[src/rtl/accum_warp_looper_nd.sv]
// accum_warp_looper_nd: walks a DIM-deep nested loop with stencil taps innermost, emitting one address beat per warp
module accum_warp_looper_nd #(
  parameter int DIM     = 3,
  parameter int AW      = 16,
  parameter int CW      = 8,
  parameter int STENCIL = 1,
  parameter int NSTEN   = 4,
  parameter int TW      = 3
) (
  input  logic                i_clk,
  input  logic                i_rst,
  input  logic                i_abofs_rdy,
  output logic                o_abofs_ack,
  input  logic [AW-1:0]       i_bofs,
  input  logic [DIM*CW-1:0]   i_bound,
  input  logic [DIM*AW-1:0]   i_stride,
  input  logic [TW-1:0]       i_nsten,
  input  logic [NSTEN*AW-1:0] i_sten_ofs,
  output logic                o_addrval_rdy,
  input  logic                i_addrval_ack,
  output logic [AW-1:0]       o_addr,
  output logic [DIM*CW-1:0]   o_idx,
  output logic [TW-1:0]       o_tap,
  output logic                o_last
);
  localparam int NT = 1 << TW;
  typedef enum logic {IDLE, RUN} state_t;
  state_t state;
  logic [DIM-1:0][CW-1:0] bound, idx, nidx;
  logic [DIM-1:0][AW-1:0] stride, base;
  logic [DIM:0][AW-1:0] nb;
  logic [NT-1:0][AW-1:0] ofs, ofs_in;
  logic [TW-1:0] nsten, nsten_in, tap, ntap;
  logic [DIM:0] c;
  logic [DIM-1:0] wrap, wrap_n, one_in;
  logic empty, last0, nlast;
  assign ofs_in = (STENCIL != 0) ? {{((NT-NSTEN)*AW){1'b0}}, i_sten_ofs} : '0;
  assign nsten_in = (STENCIL != 0) ? i_nsten : TW'(1);
  assign o_abofs_ack = i_abofs_rdy && state == IDLE && !i_rst;
  assign o_addrval_rdy = state == RUN;
  assign o_idx = idx;
  assign o_tap = tap;
  // next position: carry chain from the tap up through the dims, running bases reloaded below the carrying dim
  always_comb begin
    c = '0;
    nb = '0;
    empty = (STENCIL != 0) && i_nsten == '0;
    c[0] = tap == nsten - TW'(1);
    for (int d = 0; d < DIM; d++) begin
      wrap[d] = idx[d] == bound[d] - CW'(1);
      c[d+1] = c[d] && wrap[d];
      nidx[d] = c[d] ? (wrap[d] ? '0 : idx[d] + CW'(1)) : idx[d];
      wrap_n[d] = nidx[d] == bound[d] - CW'(1);
      one_in[d] = i_bound[d*CW +: CW] == CW'(1);
      if (i_bound[d*CW +: CW] == '0) empty = 1'b1;
    end
    for (int d = DIM-1; d >= 0; d--)
      nb[d] = (c[d] && !wrap[d]) ? base[d] + stride[d] : c[d] ? nb[d+1] : base[d];
    ntap = c[0] ? '0 : tap + TW'(1);
    nlast = ntap == nsten - TW'(1) && &wrap_n;
    last0 = nsten_in == TW'(1) && &one_in;
  end
  // descriptor capture, beat advance on each consumed beat, return to idle after the last beat
  always_ff @(posedge i_clk) begin
    if (i_rst) begin
      state <= IDLE;
      o_addr <= '0;
      idx <= '0;
      tap <= '0;
      o_last <= 1'b0;
    end else if (o_abofs_ack && !empty) begin
      state <= RUN;
      bound <= i_bound;
      stride <= i_stride;
      nsten <= nsten_in;
      ofs <= ofs_in;
      base <= {DIM{i_bofs}};
      idx <= '0;
      tap <= '0;
      o_addr <= i_bofs + ofs_in[0];
      o_last <= last0;
    end else if (state == RUN && i_addrval_ack) begin
      if (o_last) begin
        state <= IDLE;
        o_last <= 1'b0;
      end else begin
        idx <= nidx;
        tap <= ntap;
        base <= nb[DIM-1:0];
        o_addr <= nb[0] + ofs[ntap];
        o_last <= nlast;
      end
    end
  end
endmodule

[config.mk]
export PLATFORM = sky130hd
export DESIGN_NAME = accum_warp_looper_nd
export DESIGN_NICKNAME = d
export VERILOG_FILES = /design/src/rtl/accum_warp_looper_nd.sv
export SDC_FILE = /design/constraint.sdc
export NUM_CORES = 1
export LEC_CHECK = 0
export BUFFER_PORTS_ARGS = -buffer_cell sky130_fd_sc_hd__buf_2
export CAP_MARGIN = 15
export CORE_ASPECT_RATIO = 1.4
export CORE_UTILIZATION = 30
export CTS_CLUSTER_DIAMETER = 200
export DETAILED_ROUTE_END_ITERATION = 10
export GPL_TIMING_DRIVEN = 0
export SYNTH_ARGS = -nofsm -noshare
export SYNTH_HDL_FRONTEND = slang
export SYNTH_SLANG_ARGS = --single-unit
[constraint.sdc]
create_clock -name i_clk -period 6.7 [get_ports i_clk]
set_input_delay 0.67 -clock i_clk [delete_from_list [all_inputs] [get_ports i_clk]]
set_output_delay 0.67 -clock i_clk [all_outputs]
set_load 0.005 [all_outputs]
Word level (Yosys, flattened, before mapping)
Index checks and enable logic that the tools add are counted.
W data, S select, Z words.
- $add $sub $neg: 13
- order comparisons: 1
- eq/ne operators: 13
- mux-type cells: 30
- bitwise gates (word level): 3
- reduce and logical (&&, ||, !) cells: 30
- operator list (kind ; number):
    $mux W16 ; 10
    $mux W48 ; 3
    $add A16 B16 Y16 ; 5
    $bmux W16 S3 ; 1
    $eq A8 B8 Y1 ; 6
    $mux W8 ; 6
    $add A8 B1 Y8 const B ; 3
    $eq A8 B1 Y1 const B ; 3
    $logic_not A8 Y1 ; 3
    $sub A8 B1 Y8 const B ; 3
    $logic_and A1 B1 Y1 ; 11
    $mux W1 ; 9
    $reduce_and A3 Y1 ; 3
    $reduce_and A2 Y1 ; 4
    $eq A3 B3 Y1 ; 2
    $logic_not A1 Y1 ; 5
    $lt A3 B4 Y1 const B ; 1
    $reduce_bool A2 Y1 ; 2
    $add A3 B1 Y3 const B ; 1
    $eq A3 B1 Y1 const B ; 1
    $logic_not A3 Y1 ; 1
    $mux W3 ; 1
    $not A1 Y1 ; 3
    $sub A3 B1 Y3 const B ; 1
    other kinds (2) ; 2
- register bits: 232
- bits of input ports: 159
- output and inout port bits: 46

Depth between registers and ports, before layout
- depth in word-level cells: 14
- mapped depth: 27

Worst setup path after synthesis
Ideal clock, no wire load.
- path type: input-to-reg
- from: in i_rst
- to: reg base[42] in the netlist's numbering (data pin)
- arrival: 6138 ps
- data required time: 6243 ps
- setup slack: 105 ps
- cell stages on the path: 7
- path buffers: 2
- cell sequence: nor3b_1 -> o31a_1 -> nand4_1 -> clkinv_1 -> clkbuf_1 -> clkbuf_1 -> o21ai_0
- word-level cells in the longest chain between the ends: 4
- RTL lines (what ; line ; RTL):
    start: declaration ; 11 ; input logic i_rst,
    $logic_not A1 Y1 ; 39 ; assign o_abofs_ack = i_abofs_rdy && state == IDLE && !i_rst;
    $logic_and A1 B1 Y1 ; 39 ;
    $logic_and A1 B1 Y1 ; 71 ; end else if (o_abofs_ack && !empty) begin
    $mux W48 ; 71 ;
    end signal: assignment ; 77 ; base <= {DIM{i_bofs}};
    end signal: assignment ; 89 ; base <= nb[DIM-1:0];
    end: declaration ; 30 ; logic [DIM-1:0][AW-1:0] stride, base;
Every way passes these cells.
A chain may end at the register's enable or synchronous reset.

Final worst setup path
- from: reg bound[8] in the netlist's numbering
- to: reg o_addr[15]
- word-level cells in the longest chain between the ends: 13
- elaborated cells between the ends (all ways): 16
- classes of those cells: add/sub: 2; eq/ne: 1; mux: 9; reduce/logical: 4
- RTL lines (what ; line ; RTL):
    start: declaration ; 29 ; logic [DIM-1:0][CW-1:0] bound, idx, nidx;
    start signal: assignment ; 73 ; bound <= i_bound;
    $sub A8 B1 Y8 * ; 50 ; wrap[d] = idx[d] == bound[d] - CW'(1);
    $eq A8 B8 Y1 * ; 50 ;
    $logic_and A1 B1 Y1 ; 51 ; c[d+1] = c[d] && wrap[d];
    $mux W16 or $logic_and A1 B1 Y1 (tied branches) ; 58 ; nb[d] = (c[d] && !wrap[d]) ? base[d] + stride[d] : c[d] ? nb[d+1] : base[d];
    $mux W16 (2 in series) ; 58 ;
    $mux W16 * (3 in series) ; 58 ;
    $add A16 B16 Y16 * ; 90 ; o_addr <= nb[0] + ofs[ntap];
    $mux W16 * ; 83 ; if (o_last) begin
    $mux W16 * ; 82 ; end else if (state == RUN && i_addrval_ack) begin
    $mux W16 * ; 71 ;
    end signal: assignment ; 80 ; o_addr <= i_bofs + ofs_in[0];
    end signal: assignment ; 90 ;
    end: declaration ; 21 ; output logic [AW-1:0] o_addr,
Every way passes the cells marked *; elsewhere a longest branch is shown, timed or not. The select of a mux whose other input is x is not followed.

==> flow_summary.toml <==
[synthesis]
ys_ff_latch = 232
primary_ff_master_synth = "sky130_fd_sc_hd__edfxtp_1"
syn_avg_cell_area_sq_um = 9.79
synthesis.area_sq_mm = 0.0150
synthTopCellsByArea = "sky130_fd_sc_hd__edfxtp_1 38%, sky130_fd_sc_hd__ha_1 6.9%, sky130_fd_sc_hd__dfxtp_1 6.0%, sky130_fd_sc_hd__a21oi_1 4.2%, sky130_fd_sc_hd__xnor2_1 3.9%"
post_synth_num_cell_types = 94
yosysTopAreaCellShare = 0.375
warnings_synthesis = 0
synth_enable_flop_cells = 187
synth_commonest_cells = "187 x sky130_fd_sc_hd__edfxtp_1, 155 x sky130_fd_sc_hd__nor2_1, 139 x sky130_fd_sc_hd__nand2_1"
synthCells = 1528
yosys.cell_count.top_type = "sky130_fd_sc_hd__edfxtp_1"
yosysSeqAreaShare = 0.436
post-synth-top-area-cell = "sky130_fd_sc_hd__edfxtp_1"
asyncSetResetFlopFracSynth = 0
synth_nets = 1775

[layout]
layout.cell_area.non_filler_sq_mm = 0.0177
layout.core_utilization = 0.360
final.fill_count = 4973
post_route_cells_drive_above_1_share = 0.177
antennaDiodeCount = 0
multiInputGateArea_sq_mm = 0.00800
area_delta_synth_final_pct = 18.3
finish.net_count = 2010
seqCellArea_sq_mm = 0.00652

[floorplan]
core_region_area_sq_mm = 0.0491
die_outline_area_sq_mm = 0.0508
io-pin-count = 205
starting_density_of_the_core = 0.305
die_w_microns = 191
die-height_microns = 266
row_count = 96

[clock_tree]
cts_tree = "built"
clock_tree.htree_level_count = 1
clock_insertion_delay_worst_skew_ns = 0.58
cts_buffers = 26
cts-root-to-sink-buffers = 3
clock_sinks = 232
cts_hold_buf = 0
cts_setup_buffers = 0
post_cts_resize_count = 0
clk_pin_slew_ns = 0.07
cts-root-buf = "sky130_fd_sc_hd__clkbuf_16"

[grt]
grt_first_pass_wirelength_microns = 80400
globalRouteOverflowTotal = 0
grt_antenna_before_repair = 2
grt_max_degree = 61
first_global_vias = 13412
globalRouteTotalUtil = 0.211

[drt]
dr_total_vias = 13370
dr.pass1.iters = 5
met3_wirelength_microns = 3170
routed-wl-met2_microns = 27900
antenna_left = 0
route.layer.met1.wl_microns = 20800
totalWireLength_microns = 54500
drc = 0
drtIter0Drc = 1111
top_signal_layer_used = "met5"
viasPerCell = 5.53
avgRoutedWirePerCell_microns = 22.5

[place]
gp_congestion = 0.919
place_area_sq_mm = 0.0169
place.port_buffers = 204
dp_hpwl_microns = 42700

[sta]
report.final.hold_viol_count = 0
max_clock_skew_ns = 0.0196
setup_tns_ns = 0
timing_worst_slew_pin_value_ns = 1.03
period_share = 0.958
timing.fmax_mhz = 156
final_max_slew_viol_count = 0
timing.final.setup_violations = 0
slew_headroom = 0.309
grt_setup_unrepaired = "false"
timing.hold.ws_ns = 0.271
period_minus_slack_ns = 6.42

[critical_path]
timing.critical_path.required_ns = 7.18
worstPathArrival_ns = 6.90
startpoint_class_of_the_critical_path = "flip-flop"
crit_type = "reg -> reg"
critical_path_peak_fanout = 10
setup.worst_path.end_class = "flip-flop"

[job]
maxCapViolations = 0

[pwr]
power.ir.vdd_worst_mv = 0.160
power_per_cell_area_mw_per_mm2 = 218
static-leakage-power_nw = 6.71
power_w = 0.00386

[status]
status = "finished, final reports clean"

[worst_hold_path]
hold_path_class = "in -> reg"
==> report_power, final <==
| group | switching, W | total, W | internal (W) | leakage (nW) |
|---|---|---|---|---|
| clock | 0.000634 | 0.00142 | 0.000791 | 0.386 |
| combinational | 0.000449 | 0.000756 | 0.000306 | 4.23 |
| sequential | 0.0000433 | 0.00168 | 0.00164 | 2.09 |
==> final timing paths <==
check                                    start  cells past startpoint    endpoint  slack [ns]
worst min register to register       o_addr[0]                      2   o_addr[0]        0.47
worst max register to register        bound[8]                     24  o_addr[15]        0.28
worst min-delay path            i_sten_ofs[23]                      1     ofs[23]        0.27
worst max-delay path                  bound[8]                     24  o_addr[15]        0.28
==> kinds of logic after synthesis <==
logic type               Yosys count  share of synthesized area
flip-flops                       232                      0.436
multiplexers                      26                     0.0192
AO/OA/AOI/OAI                    434                      0.191
AND/OR/NAND/NOR                  519                      0.171
adder cells (fa/ha/maj)           88                     0.0761
XOR/XNOR                         118                     0.0762
buffers and inverters            111                     0.0309
==> per-stage QoR <==
step / setup WS, ns / std cells
final: 0.280 / 2419
after global routing: 0.0431 / 2419
after CTS: 0.0392 / 2419
after detailed placement: 0.126 / 2372
after global placement: -3.72 / 2369
after floorplan: 0.105 / 1528
==> area by class of cell <==
cell class                 instances  share of cell area
multi-input combinational       1185               0.452
sequential                       232               0.368
timing repair buffer             207              0.0619
tap                              637              0.0450
clock buffer                      31              0.0378
buffer                            70              0.0177
inverter                          41             0.00870
clock inverter                    16             0.00841
==> placed cells by master, fill, tap and decap left out, types with 16 or more instances in the layout <==
cell type,n
sky130_fd_sc_hd__nand2_1,139
sky130_fd_sc_hd__a21oi_1,125
sky130_fd_sc_hd__nand3_1,49
sky130_fd_sc_hd__o22ai_1,24
sky130_fd_sc_hd__a211oi_1,31
sky130_fd_sc_hd__a21o_1,24
sky130_fd_sc_hd__mux2_2,21
sky130_fd_sc_hd__buf_2,213
sky130_fd_sc_hd__edfxtp_1,187
sky130_fd_sc_hd__clkbuf_16,26
sky130_fd_sc_hd__o21a_1,16
sky130_fd_sc_hd__inv_1,40
sky130_fd_sc_hd__dfxtp_1,45
sky130_fd_sc_hd__nor2_1,154
sky130_fd_sc_hd__xor2_1,43
sky130_fd_sc_hd__clkbuf_1,55
sky130_fd_sc_hd__nor3_1,41
sky130_fd_sc_hd__a31oi_1,25
sky130_fd_sc_hd__xnor2_1,67
sky130_fd_sc_hd__ha_1,83
sky130_fd_sc_hd__o21ai_0,66
==> critical path: stages (launching register included) <==
cell	delay, ns
sky130_fd_sc_hd__edfxtp_1	0.38
sky130_fd_sc_hd__buf_6	0.15
sky130_fd_sc_hd__or4_4	0.54
sky130_fd_sc_hd__or4_4	0.45
sky130_fd_sc_hd__xnor2_1	0.14
sky130_fd_sc_hd__or4_1	0.58
sky130_fd_sc_hd__buf_6	0.18
sky130_fd_sc_hd__or2_1	0.20
sky130_fd_sc_hd__buf_4	0.17
sky130_fd_sc_hd__nor3_2	0.23
sky130_fd_sc_hd__buf_6	0.22
sky130_fd_sc_hd__buf_2	0.34
sky130_fd_sc_hd__a21oi_1	0.17
sky130_fd_sc_hd__inv_1	0.09
sky130_fd_sc_hd__ha_1	0.27
sky130_fd_sc_hd__o21a_1	0.23
sky130_fd_sc_hd__a211oi_2	0.30
sky130_fd_sc_hd__o2111ai_1	0.18
sky130_fd_sc_hd__a31oi_1	0.27
sky130_fd_sc_hd__nor2b_1	0.08
sky130_fd_sc_hd__o21a_1	0.20
sky130_fd_sc_hd__o41ai_2	0.33
sky130_fd_sc_hd__xnor2_1	0.16
sky130_fd_sc_hd__xnor2_1	0.17
sky130_fd_sc_hd__a211oi_1	0.27
==> layer usage <==
| metal | global-route usage | vias to the layer above |
|---|---|---|
| li1 | - | 6256 |
| met1 | 0.241 | 6481 |
| met2 | 0.381 | 499 |
| met3 | 0.0313 | 130 |
| met4 | 0.105 | 4 |
| met5 | 0 | - |
==> sequential cells by signal, summed over array words and instances (netlist names) <==
register       cells
base              48
bound             24
nsten              3
o_addr            16
o_addrval_rdy      1
o_idx             24
o_last             1
o_tap              3
ofs               64
stride            48
Power figures use the tool's default switching activity.
